[src/rtl/matvec_pkg.sv]
// matvec_pkg: shared state encoding and default parameters for the matrix-vector stream controller
package matvec_pkg;
  typedef enum logic [1:0] {IDLE, LOAD, STREAM, DRAIN} state_t;
  localparam int DEF_DATA_WIDTH = 16;
  localparam int DEF_OUT_WIDTH  = 16;
  localparam int DEF_LANES      = 4;
  localparam int DEF_ROWS       = 3;
  localparam int DEF_PIPE_LAT   = 40;
  localparam int DEF_FIFO_DEPTH = 64;
endpackage

[src/rtl/sync_fifo.sv]
// sync_fifo: first-word fall-through FIFO with occupancy count
// Ports: aclk/aresetn clock and async active-low reset; push/din write side;
//        pop/dout/empty read side (dout is the head, zero when empty); count entries held
module sync_fifo #(
  parameter int WIDTH = 8,
  parameter int DEPTH = 16
) (
  input  logic                         aclk,
  input  logic                         aresetn,
  input  logic                         push,
  input  logic [WIDTH-1:0]             din,
  input  logic                         pop,
  output logic [WIDTH-1:0]             dout,
  output logic                         empty,
  output logic [$clog2(DEPTH+1)-1:0]   count
);
  localparam int AW = $clog2(DEPTH);
  localparam int CW = $clog2(DEPTH+1);
  logic [WIDTH-1:0] mem [DEPTH];
  logic [AW-1:0]    wr_ptr, rd_ptr;
  logic             do_push, do_pop;
  assign empty   = count == '0;
  assign do_pop  = pop & ~empty;
  // a full FIFO still accepts a push when the head leaves in the same cycle
  assign do_push = push & ((count != CW'(DEPTH)) | do_pop);
  assign dout    = empty ? '0 : mem[rd_ptr];
  always_ff @(posedge aclk or negedge aresetn) begin
    if (!aresetn) begin
      wr_ptr <= '0;
      rd_ptr <= '0;
      count  <= '0;
    end else begin
      if (do_push) wr_ptr <= wr_ptr + AW'(1);
      if (do_pop) rd_ptr <= rd_ptr + AW'(1);
      count <= count + CW'(do_push) - CW'(do_pop);
    end
  end
  always_ff @(posedge aclk) begin
    if (do_push) mem[wr_ptr] <= din;
  end
endmodule

[src/rtl/matvec_stream_ctrl.sv]
// matvec_stream_ctrl: loads a matrix from AXI-Stream, feeds vectors to a fixed-latency core, queues results
// Ports: aclk/aresetn clock and async active-low reset; s_* matrix rows then vectors in (lane0 in LSBs);
//        m_* results out (row0 in LSBs); core_mat/core_load held matrix and completion pulse;
//        core_vec/core_vec_valid vector to the core; core_res core result; err_frame sticky short-frame flag
module matvec_stream_ctrl
  import matvec_pkg::*;
#(
  parameter int DATA_WIDTH = DEF_DATA_WIDTH,
  parameter int OUT_WIDTH  = DEF_OUT_WIDTH,
  parameter int LANES      = DEF_LANES,
  parameter int ROWS       = DEF_ROWS,
  parameter int PIPE_LAT   = DEF_PIPE_LAT,
  parameter int FIFO_DEPTH = DEF_FIFO_DEPTH
) (
  input  logic                               aclk,
  input  logic                               aresetn,
  input  logic [LANES*DATA_WIDTH-1:0]        s_tdata,
  input  logic                               s_tvalid,
  output logic                               s_tready,
  input  logic                               s_tlast,
  output logic [ROWS*OUT_WIDTH-1:0]          m_tdata,
  output logic                               m_tvalid,
  input  logic                               m_tready,
  output logic                               m_tlast,
  output logic [ROWS*LANES*DATA_WIDTH-1:0]   core_mat,
  output logic                               core_load,
  output logic [LANES*DATA_WIDTH-1:0]        core_vec,
  output logic                               core_vec_valid,
  input  logic [ROWS*OUT_WIDTH-1:0]          core_res,
  output logic                               err_frame
);
  localparam int VW = LANES*DATA_WIDTH;
  localparam int RW = ROWS*OUT_WIDTH;
  localparam int CW = $clog2(FIFO_DEPTH+1);
  localparam int RI = $clog2(ROWS+1);
  state_t              state, state_d;
  logic [RI-1:0]       row_idx;
  logic [CW-1:0]       in_flight, fifo_count;
  logic [CW:0]         occ;
  logic [PIPE_LAT-1:0] pipe_v, pipe_l;
  logic                vec_last, hs, loading, last_row, accept, push, pop, credit_ok, fifo_empty;
  assign hs        = s_tvalid & s_tready;
  assign loading   = (state == IDLE) | (state == LOAD);
  assign last_row  = row_idx == RI'(ROWS-1);
  assign accept    = hs & (state == STREAM);
  assign push      = pipe_v[PIPE_LAT-1];
  assign pop       = m_tvalid & m_tready;
  assign m_tvalid  = ~fifo_empty;
  // every accepted vector owns a FIFO slot until it is pushed, so a push can never find the FIFO full
  assign occ       = {1'b0, in_flight} + {1'b0, fifo_count};
  assign credit_ok = occ < (CW+1)'(FIFO_DEPTH);
  always_comb begin
    state_d  = state;
    s_tready = 1'b0;
    case (state)
      IDLE, LOAD: begin
        s_tready = 1'b1;
        if (s_tvalid) state_d = last_row ? (s_tlast ? DRAIN : STREAM) : (s_tlast ? IDLE : LOAD);
      end
      STREAM: begin
        s_tready = credit_ok;
        if (s_tvalid && credit_ok && s_tlast) state_d = DRAIN;
      end
      DRAIN: if (in_flight == '0 && fifo_empty) state_d = IDLE;
      default: state_d = IDLE;
    endcase
  end
  always_ff @(posedge aclk or negedge aresetn) begin
    if (!aresetn) begin
      state          <= IDLE;
      row_idx        <= '0;
      in_flight      <= '0;
      core_load      <= 1'b0;
      core_vec_valid <= 1'b0;
      core_vec       <= '0;
      vec_last       <= 1'b0;
      err_frame      <= 1'b0;
      core_mat       <= '0;
      pipe_v         <= '0;
      pipe_l         <= '0;
    end else begin
      state          <= state_d;
      core_load      <= loading & hs & last_row;
      core_vec_valid <= accept;
      if (accept) begin
        core_vec <= s_tdata;
        vec_last <= s_tlast;
      end
      if (loading && hs) begin
        core_mat[int'(row_idx)*VW +: VW] <= s_tdata;
        row_idx <= (last_row || s_tlast) ? '0 : row_idx + RI'(1);
        if (s_tlast && !last_row) err_frame <= 1'b1;
      end
      in_flight <= in_flight + CW'(accept) - CW'(push);
      // valid/last ride alongside the core so they emerge with the matching core_res
      pipe_v <= {pipe_v[PIPE_LAT-2:0], core_vec_valid};
      pipe_l <= {pipe_l[PIPE_LAT-2:0], core_vec_valid & vec_last};
    end
  end
  sync_fifo #(
    .WIDTH(RW+1),
    .DEPTH(FIFO_DEPTH)
  ) u_fifo (
    .aclk   (aclk),
    .aresetn(aresetn),
    .push   (push),
    .din    ({pipe_l[PIPE_LAT-1], core_res}),
    .pop    (pop),
    .dout   ({m_tlast, m_tdata}),
    .empty  (fifo_empty),
    .count  (fifo_count)
  );
endmodule

[config.mk]
export PLATFORM = sky130hd
export DESIGN_NAME = matvec_stream_ctrl
export DESIGN_NICKNAME = d
export VERILOG_FILES = /design/src/rtl/matvec_pkg.sv /design/src/rtl/sync_fifo.sv /design/src/rtl/matvec_stream_ctrl.sv
export SDC_FILE = /design/constraint.sdc
export NUM_CORES = 2
export LEC_CHECK = 0
export CORE_MARGIN = 2
export CORE_UTILIZATION = 50
export CTS_BUF_LIST = sky130_fd_sc_hd__clkbuf_4 sky130_fd_sc_hd__clkbuf_8 sky130_fd_sc_hd__clkbuf_16
export DETAILED_ROUTE_END_ITERATION = 12
export GPL_TIMING_DRIVEN = 0
export PLACE_DENSITY = 0.67
export SKIP_LAST_GASP = 1
export SLEW_MARGIN = 15
export SYNTH_ARGS = -nofsm -noshare
export SYNTH_HDL_FRONTEND = slang
export SYNTH_SLANG_ARGS = --single-unit
[constraint.sdc]
create_clock -name aclk -period 5.3 [get_ports aclk]
set_input_delay 0.795 -clock aclk [delete_from_list [all_inputs] [get_ports aclk]]
set_output_delay 0.795 -clock aclk [all_outputs]
set_load 0.05 [all_outputs]
==> impl_metrics.toml <==
[power_and_ir_drop]
p_total_uw = 86200
power_density_mw_per_mm2 = 540
seq_power_share_pct = 35.8
internal_power_uw = 55400
p_switching_uw = 30900
switching_share_pct = 35.8
p_leak_uw = 0.0537
combPwrFrac_pct = 35.0
ir_drop_mv = 0.589
p_clk_share_pct = 29.2

[sta]
finalWorstSetupSlack_ns = -0.106
finalMaxSlewViolations = 0
fmax_mhz = 185
hold-worst-slack_ns = 0.244
rsz0062_at_grt = "yes"
fin_tns_setup_ns = -0.509
worst_slew_pin_slew_ns = 1.37
finalHoldViolCount = 0
setup_viol = 13
fin_crit_ns = 5.41
fin_crit_sh_pct = 102
clock_skew_ns = 0.0865
slew_headroom_pct = 8.90

[synthesis]
yosysMostFrequentCell = "edfxtp_1"
synth_area_leaders = "edfxtp_1 71%, mux4_2 11%, dfrtp_1 7.0%"
synth_top_area_cell = "edfxtp_1"
synth_fp_nets = 6234
synth_seq_area_share_pct = 77.9
syn_area_per_cell_sq_um = 21.8
ys_top_cells_by_count = "3136 x edfxtp_1, 657 x mux4_2, 393 x mux2i_1, 370 x dfrtp_1, 218 x a22o_1"
ys_types = 56
synthCells = 6082
synth_edf_count = 3136
yosys_warnings = 0
synth_top_area_share_pct = 70.9
synth_top_flop_cell = "edfxtp_1"
synth_area_sq_mm = 0.133
synthArstFlopShare_pct = 10.6
synth_seq_cells = 3506

[finish]
regArea_sq_mm = 0.103
stdcell_count = 10938
layout-drive-gt1-share_pct = 28.6
area_delta_synth_final_pct = 20.4
nFillCells = 18198
nets = 7271
multi_input_area_sq_mm = 0.0284

[clocking]
cts_tree = "built"
clk_path_buf_depth = 4
h-tree-depth = 5
clock_latency_ns = 0.92
cts.sinks = 3506
path_clk_slew_ns = 0.06
root_buffer = "clkbuf_16"
cts_made_buffers = 357

[die]
die_h_um = 519
num_rows = 189
die_x_um = 519
fp.coreArea_sq_mm = 0.265
start_util_pct = 50.2
ios = 427
die-area_sq_mm = 0.270

[setup_path]
cp_max_fo = 10
crit_start = "u_fifo.rd_ptr[2]$_DFFE_PN0P_"
r2r_start = "u_fifo.count[4]$_DFF_PN0_"
cpMostUsedCell = "clkbuf_2"
path_buf_inv = 3
critPathLaunchType = "flip-flop"
endpoint_kind = "output port"
max_stage_delay_ns = 0.72
cp_cell_sequence = "nor2b_1, clkbuf_2, clkbuf_2, a22oi_1, a21oi_1, a21o_1, clkdlybuf4s15_1"
path_delay_family = "buffers and inverters"
crit_type = "flip-flop to output port"
slowest_stage = "clkbuf_2"
worstPathArrival_ns = 4.61
cp_data_required_time_ns = 4.51

[global_routing]
grt_max_degree = 109
antenna_found_initial = 44
gr-usage-all-layers_pct = 33.5
grt_pass1_wl_um = 608000
grt_pass1_vias = 71250
grt-ovfl-total = 0

[detailed_routing]
viasPerCell = 6.78
top_layer_used = "met5"
num_vias = 74211
routed_wl_um = 456000
firstDrtPassIters = 6
drtAntennaViolNets = 0
m1WireLength_um = 153000
routedWlPerCell_um = 41.7
remaining_drc_errors = 0
met3_length_um = 63500
met2_length_um = 208000
drtIter0Drc = 13419

[place]
place_congestion = 0.941
dp_hpwl_um = 319000
portBuffers = 426
numPlacedInstances = 10292

[hold_path]
worst_hold_path_type = "primary input to flip-flop"
min-delay-start = "core_res[24]"

[outcome]
status = "finished with violations"
violations = "setup timing"

[flow_run]
max-cap-violations = 0
## cell type report
type	instances	share of cell area (%)
Tap cell	3533	2.77
Sequential cell	3506	64.7
Inverter	31	0.0752
Clock buffer	453	6.15
Timing Repair Buffer	680	5.87
Antenna cell	12	0.0188
Multi-Input combinational cell	2183	17.8
Clock inverter	180	1.12
Buffer	360	1.49
## power by group through the flow
| stage | sequential, uW | combinational, uW | clock (uW) |
|---|---|---|---|
| 3_5_place_dp | 31400 | 28600 | 0 |
| 5_1_grt | 30900 | 30400 | 26300 |
| 6_report | 30900 | 30200 | 25200 |
| 2_1_floorplan | 32300 | 15000 | 0 |
| 4_1_cts | 30900 | 29400 | 25300 |
| 3_3_place_gp | 31500 | 28000 | 0 |
## registers in the layout, summed over array words and instances, names as in the netlist, 7 cells and up
name	flops
core_mat	192
u_fifo.count	7
in_flight	7
u_fifo.mem	3136
pipe_l	40
core_vec	64
pipe_v	40
## path summary, 6_finish.rpt
check / end / slack, ns / cells past startpoint
min in group asynchronous: core_mat[121]$_DFFE_PN0P_ / 0.52 / 2
max: m_tdata[36] / -0.11 / 7
min reg2reg: pipe_v[37]$_DFF_PN0_ / 0.33 / 0
min: u_fifo.mem[59][24]$_DFFE_PP_ / 0.24 / 1
max in group asynchronous: core_vec[14]$_DFFE_PN0P_ / 2.91 / 5
max reg2reg: u_fifo.mem[30][0]$_DFFE_PP_ / 1.04 / 10
## worst register-to-register path: cells and delay by family (launching register included)
family	cells	cell delay [ns]
and+or+nand+nor	4	2.06
buffers and inverters	4	0.86
AOI/OAI and AO/OA	1	0.45
DFF	1	0.39
adders and majority gates	1	0.21
## layer usage
metal	global-route usage [%]	up-vias
li1	-	27657
met1	43.1	38815
met2	51.0	6464
met3	9.68	1257
met4	19.5	18
met5	0	-
## stage by stage
stage               cell area [sq um]  setup WS (ns)  utilization (%)
floorplan                      133000           1.12                -
global placement               141000         -12.80             53.4
detailed placement             147000         -0.721             55.6
CTS                            160000         -0.211             60.3
global route                   160000        -0.0309             60.4
finish                         160000         -0.106             60.4
## layout by cell type, fill, tap and decap left out, types with 92 or more instances in the layout
cell and count:
edfxtp_1 3136, mux4_2 657, mux2i_1 377, dfrtp_1 369, clkbuf_16 365, clkdlybuf4s50_1 328
a22o_1 218, buf_12 187, o22ai_1 127, buf_4 114, buf_2 111, clkbuf_4 92
## what timing repair did
action | CTS | global route
resized for setup | 389 | 39
endpoints found under the setup margin | 49 | 32
endpoints found under the hold margin | 76 | 0
setup buffers | 2 | 0
hold buffers | 1 | 0
pin swaps | 4 | 4
## kinds of logic (layout without fill, tap and decap cells)
family	after synthesis	after routing	synth area share, %
flip-flops	3506	3506	77.9
multiplexers	1133	1133	14.8
AO/OA/AOI/OAI	779	779	4.45
buffers and inverters	393	1704	1.60
AND/OR/NAND/NOR	215	215	0.743
adder cells (fa/ha/maj)	35	35	0.341
XOR/XNOR	21	21	0.139
other	0	12	0
Note: power is estimated with default switching activity, not from simulation.
